**src/rtl/mem_access_unit.sv**
```systemverilog
// Load/store unit: byte/half/word requests on byte addresses become word accesses; sub-word stores use read-modify-write.
// Latency: load/word store 2 cycles to done, sub-word store 3, misaligned 1; req_ready only in IDLE, requests while busy are dropped.
module mem_access_unit #(
    parameter int ADDR_W = 32
) (
    input  logic              clock_in,
    input  logic              reset,
    input  logic              req_valid,
    input  logic              req_write,
    input  logic [1:0]        req_size,
    input  logic              req_signed,
    input  logic [ADDR_W-1:0] req_addr,
    input  logic [31:0]       req_wdata,
    output logic              req_ready,
    output logic              busy,
    output logic              done,
    output logic              load_valid,
    output logic [31:0]       load_data,
    output logic              misaligned,
    output logic [31:0]       mem_address,
    output logic [31:0]       mem_writeData,
    output logic              mem_memWrite,
    output logic              mem_memRead,
    input  logic [31:0]       mem_readData
);

    typedef enum logic [1:0] {S_IDLE, S_RD, S_WR, S_DONE} state_t;

    state_t      state, state_nxt;
    logic        wr_q, sgn_q, mis_q, mis_in, accept;
    logic [1:0]  size_q, off_q;
    logic [15:0] wdata_q;
    logic [31:0] merged, extracted;
    logic [7:0]  lane_b;
    logic [15:0] lane_h;

    assign accept = (state == S_IDLE) && req_valid;

    // size 2 and reserved 3 both behave as word
    always_comb begin
        mis_in = 1'b0;
        if (req_size == 2'd1)
            mis_in = req_addr[0];
        else if (req_size[1])
            mis_in = |req_addr[1:0];
    end

    always_ff @(posedge clock_in) begin
        if (reset)
            state <= S_IDLE;
        else
            state <= state_nxt;
    end

    always_comb begin
        state_nxt = state;
        unique case (state)
            S_IDLE: begin
                if (req_valid) begin
                    if (mis_in)
                        state_nxt = S_DONE;
                    else if (req_write && req_size[1])
                        state_nxt = S_WR;
                    else
                        state_nxt = S_RD;
                end
            end
            S_RD:    state_nxt = wr_q ? S_WR : S_DONE;
            S_WR:    state_nxt = S_DONE;
            S_DONE:  state_nxt = S_IDLE;
            default: state_nxt = S_IDLE;
        endcase
    end

    always_comb begin
        req_ready    = (state == S_IDLE);
        busy         = (state != S_IDLE);
        done         = (state == S_DONE);
        load_valid   = (state == S_DONE) && !wr_q && !mis_q;
        misaligned   = (state == S_DONE) && mis_q;
        mem_memRead  = (state == S_RD);
        mem_memWrite = (state == S_WR);
    end

    always_comb begin
        merged = mem_readData;
        if (size_q == 2'd0) begin
            unique case (off_q)
                2'd0:    merged[7:0]   = wdata_q[7:0];
                2'd1:    merged[15:8]  = wdata_q[7:0];
                2'd2:    merged[23:16] = wdata_q[7:0];
                default: merged[31:24] = wdata_q[7:0];
            endcase
        end else if (off_q[1]) begin
            merged[31:16] = wdata_q;
        end else begin
            merged[15:0] = wdata_q;
        end
    end

    always_comb begin
        unique case (off_q)
            2'd0:    lane_b = mem_readData[7:0];
            2'd1:    lane_b = mem_readData[15:8];
            2'd2:    lane_b = mem_readData[23:16];
            default: lane_b = mem_readData[31:24];
        endcase
        lane_h = off_q[1] ? mem_readData[31:16] : mem_readData[15:0];
        if (size_q[1])
            extracted = mem_readData;
        else if (size_q[0])
            extracted = {{16{sgn_q & lane_h[15]}}, lane_h};
        else
            extracted = {{24{sgn_q & lane_b[7]}}, lane_b};
    end

    // The RD cycle's read word feeds either the store merge or the load result
    always_ff @(posedge clock_in) begin
        if (reset) begin
            wr_q          <= 1'b0;
            sgn_q         <= 1'b0;
            mis_q         <= 1'b0;
            size_q        <= 2'd0;
            off_q         <= 2'd0;
            wdata_q       <= 16'd0;
            mem_address   <= 32'd0;
            mem_writeData <= 32'd0;
            load_data     <= 32'd0;
        end else begin
            if (accept) begin
                wr_q        <= req_write;
                sgn_q       <= req_signed;
                mis_q       <= mis_in;
                size_q      <= req_size;
                off_q       <= req_addr[1:0];
                wdata_q     <= req_wdata[15:0];
                mem_address <= 32'(req_addr[ADDR_W-1:2]);
                if (req_write && req_size[1] && !mis_in)
                    mem_writeData <= req_wdata;
            end
            if (state == S_RD) begin
                if (wr_q)
                    mem_writeData <= merged;
                else
                    load_data <= extracted;
            end
        end
    end

endmodule

```
**config.mk**
```make
export PLATFORM = sky130hd
export DESIGN_NAME = mem_access_unit
export DESIGN_NICKNAME = d
export VERILOG_FILES = /design/src/rtl/mem_access_unit.sv
export SDC_FILE = /design/constraint.sdc
export NUM_CORES = 1
export LEC_CHECK = 0
export BUFFER_PORTS_ARGS = -buffer_cell sky130_fd_sc_hd__clkbuf_2
export CORE_ASPECT_RATIO = 1.25
export CORE_MARGIN = 3
export CORE_UTILIZATION = 45
export DETAILED_ROUTE_END_ITERATION = 12
export MAX_ROUTING_LAYER = met4
export PLACE_DENSITY = 0.89
export SKIP_LAST_GASP = 1
export SYNTH_ARGS = -nofsm -noshare
export SYNTH_HDL_FRONTEND = slang
export SYNTH_SLANG_ARGS = --single-unit
```
**constraint.sdc**
```tcl
create_clock -name clock_in -period 1.9 [get_ports clock_in]
set_clock_uncertainty 0.2 [all_clocks]
set_input_delay 0.57 -clock clock_in [delete_from_list [all_inputs] [get_ports clock_in]]
set_output_delay 0.57 -clock clock_in [all_outputs]
set_load 0.03 [all_outputs]
```
-- Yosys cells after proc, flatten, opt, wreduce, memory -nomap -nowiden
Cells that the tools add are included.
- register bits after elaboration: 119
- bits in latches: 0
- RAM bits: 0
- memory bits (read-only): 0
- input port bits: 103
- output and inout bits: 103
- logic and storage cells: 58
- memories kept: 0
- $add $sub $neg: 0
- multiply operators: 0
- divide/modulo/power cells: 0
- order comparisons: 0
- eq/ne operators: 7
- shift-type cells: 0
- mux-type cells: 22
- bitwise logic cells: 3
- reduce and logical (&&, ||, !) cells: 16
- operators with widths (kind ; count):
    $mux 32 ; 7
    $mux 16 ; 3
    $mux 8 ; 4
    $pmux 8 s3 ; 1
    $pmux 2 s4 ; 1
    $eq 2x1->1 const B ; 3
    $eq 2x2->1 const B ; 3
    $logic_and 1x1->1 ; 6
    $logic_not 2->1 ; 3
    $mux 2 ; 3
    $logic_not 1->1 ; 3
    $mux 1 ; 3
    $reduce_or 3->1 ; 1
    $and 1x1->1 ; 2
    $ne 2x2->1 const B ; 1
    $reduce_and 2->1 ; 1
    $reduce_bool 2->1 ; 1
    $reduce_or 2->1 ; 1
    $not 1->1 ; 1

-- Depth between registers and ports, before layout
- depth in word-level cells: 9
- depth in mapped cells: 9
- gate-level depth less buffers: 6

-- Least setup slack after synthesis
OpenSTA, ideal clock, no wires.
- path type: register -> output
- from: reg state[0]
- to: out load_valid
- data arrival time: 1.497 ns
- data required time: 1.130 ns
- setup slack: -0.367 ns
- cell stages (with the launch flop): 3
- path buffers: 0
- path through: dfxtp_1 > ha_1 > nor3b_1
- word-level cells in the longest chain between the ends: 3
- RTL lines (item ; line ; text):
    start, declared ; 29 ; state_t state, state_nxt;
    start signal, assigned ; 52 ; state <= state_nxt;
    $eq 2x2->1 ; n/a ;
    named net done ; 16 ; output logic done,
    $logic_and 1x1->1 (2 in series) ; 79 ; load_valid = (state == S_DONE) && !wr_q && !mis_q;
    end, declared ; 17 ; output logic load_valid,
The timed path passes the listed nets, and every way through them passes these cells.

-- Final worst setup path
- from: reg state[1]
- to: out load_valid
- word-level cells in the longest chain between the ends: 3
- RTL lines (item ; line):
    $eq 2x2->1 ; 79
    $logic_and 1x1->1 (2 in series) ; 79
Every way passes these cells.

==> reports/summary.txt <==
Worst setup EP type: primary output
Initial antenna violation count: 0
Post-synthesis simple-gate area fraction: 20.2%
Mapped Area: 5500 um^2
I/O pin count: 206
Max Fclk: 470 MHz
Drt first pass iters: 6
Failing checks: negative setup slack
TritonCTS clock tree: yes
Tmin final: 2.13 ns
Slew HR: 61.6%
Post-synth top flop: dfxtp_1
Routed WL: 21900 um
Chip width: 105 um
Worst skew pair latency: 0.42 ns
Remaining Overflow, GRT: 0
Gate Count Post-Synth: 680
H-tree depth: 4
Post-synth EDFFs: 0
Share of cells above drive strength 1: 43.3%
Ys Warns: 0
Hold Violations, Final: 0
Total GRT Usage: 30.1%
Mux cell area share after synthesis: 6.05%
Synth Area in XOR/XNOR: 0%
Cell row count: 44
Die Area: 13600 um^2
Cell Pwr Density: 1460 nW/um^2
Final setup fails: 34
Cell taking the most area after synthesis: dfxtp_1
Final WS setup: -0.227 ns
Compound-Gate Fraction of Synth Area: 23.8%
R2r setup slk: -0.16 ns
Root buffer cell: clkbuf_16
Vias per Instance: 5.99
FF+latch count, synth: 119
Status: finished with violations
HPWL Detailed: 14400 um
Worst Path Required: 1.13 ns
Port Buf Inserts: 203
First-pass GRT wire length: 31300 um
Vias in the first global route: 6133
Pins Over Slew Limit: 0
DRC: 0
CTS Buf Count: 17
Largest family of logic cells by synthesized area: compound AO/OA/AOI/OAI gates
Per-instance average area after synthesis: 8.09 um^2
Sequential share of the synthesized area: 43.3%
Util after Layout: 71.6%
Count leader, synth: nand2_1
CP Class: flop to primary output
Largest net degree at the start of global routing: 35
Hold crit path type: input pin to flop
GP Congestion: 0.933
Slew @ Worst Pin: 0.574 ns
Adder-Cell Fraction of Synth Area: 1.14%
Crit-path max FO: 3
Die height: 130 um
Worst slack, placed: -0.251 ns
Area delta synth->final: 53.4%
Top post-synthesis cells by area: dfxtp_1, nand2_1, a21oi_1
Core Box Area: 11800 um^2
Distinct cells, synth: 44
Hold Buf Count CTS: 0
FFs w/ async S/R, synth: 0%
Net count, final: 1027
Longest Clk Path Bufs: 2
Tcrit/Tclk final: 112%
Synth top area share: 43.3%
Leakage: 3.65 nW
Most frequent cells after synthesis: nand2_1, dfxtp_1, a21oi_1
Clk sink count: 119
Clock transition at path regs: 0.06 ns
WP data arrival: 1.36 ns
Peak VDD IR: 786 uV
CP startpoint kind: flop
Initial Util: 46.7%
DR vias: 6551
1st-iter DRT viols: 506
Slowest cell delay on critical path: 0.34 ns
Post-DRT Antenna Nets: 0
Unrepaired setup endpoints after global routing: true
Max-cap violations: 0
TNS Setup: -2.02 ns
Routed length per instance: 20.0 um
CP Cell Sequence: buf_6, ha_4, nor3b_4, clkbuf_8
Slowest cell on crit path: dfxtp_2
Final Power: 12.4 mW
ANT cells: 0
Hold Slack: 0.167 ns
Layout fillers: 860
critical path: cells and delay by family, from the launching register on:
family	cells	cell delay [ns]
simple gates	1	0.18
flops	1	0.34
fa+ha+maj	1	0.13
buf+inv	2	0.29
routing by layer:
metal	part of all wire, %	up-vias	GRT usage, %
met5	0	-	-
met4	7.2	0	17.4
met3	10	160	8.32
met2	47	477	48.7
met1	35	3018	33.5
li1	-	2896	-
worst paths after layout:
check | from | end | cells after the start
setup / recovery | state[1] | load_valid | 4
hold reg to reg | mem_address[1] | mem_address[1] | 2
setup reg to reg | state[0] | mem_writeData[8] | 8
hold / removal | req_addr[26] | mem_address[24] | 3
registers in the layout, indices dropped and copies added, names as in the netlist:
register / cells
load_data: 32
mem_address: 30
mem_writeData: 32
mis_q: 1
off_q: 2
sgn_q: 1
size_q: 2
state: 2
wdata_q: 16
wr_q: 1
layout make-up:
cell class	count	area, um^2	share of cell area (%)
tap	161	201	2.39
clock buffer	19	443	5.25
multi-input combinational	496	3330	39.5
inverter	8	43.8	0.519
clock inverter	13	178	2.10
timing repair buffer	277	1850	21.9
sequential	119	2390	28.3
per-stage QoR:
step | std cells | cell area [um^2]
after global placement | 1046 | 7050
after CTS | 1081 | 7800
final | 1093 | 8440
after floorplan | 681 | 5550
after global routing | 1093 | 8440
after detailed placement | 1046 | 7050
report_power, final:
part           internal (mW)  switching [mW]
Sequential              3.10           0.426
Clock                   2.22            1.19
Combinational           2.05            3.37
Total                   7.37            4.98
layout by cell type (no fill, tap or decap), drive strengths merged, types with 8 or more instances in the layout:
master and count:
mux2i 31, buf 76, a31oi 9, nand2 167, nor3 10, nor2 45, o21ai 19, a211oi 28
a2111oi 16, inv 8, dfxtp 119, and3 11, clkbuf 220, o22ai 10, a221oi 24, a21oi 78
timing repair:
item / in CTS / in global routing
setup endpoints to repair: 25 / 64
setup buffers: 3 / 9
pin swaps: 6 / 51
resized for setup: 33 / 102
gates cloned: 0 / 3
cells by family (layout without fill, tap and decap cells):
| family | Yosys count | in the layout |
|---|---|---|
| mux | 32 | 32 |
| simple gates | 259 | 259 |
| flops | 119 | 119 |
| other cells | 1 | 2 |
| fa+ha+maj | 5 | 5 |
| buf+inv | 66 | 317 |
| compound gates | 198 | 198 |
(Power assumes the default switching activity.)
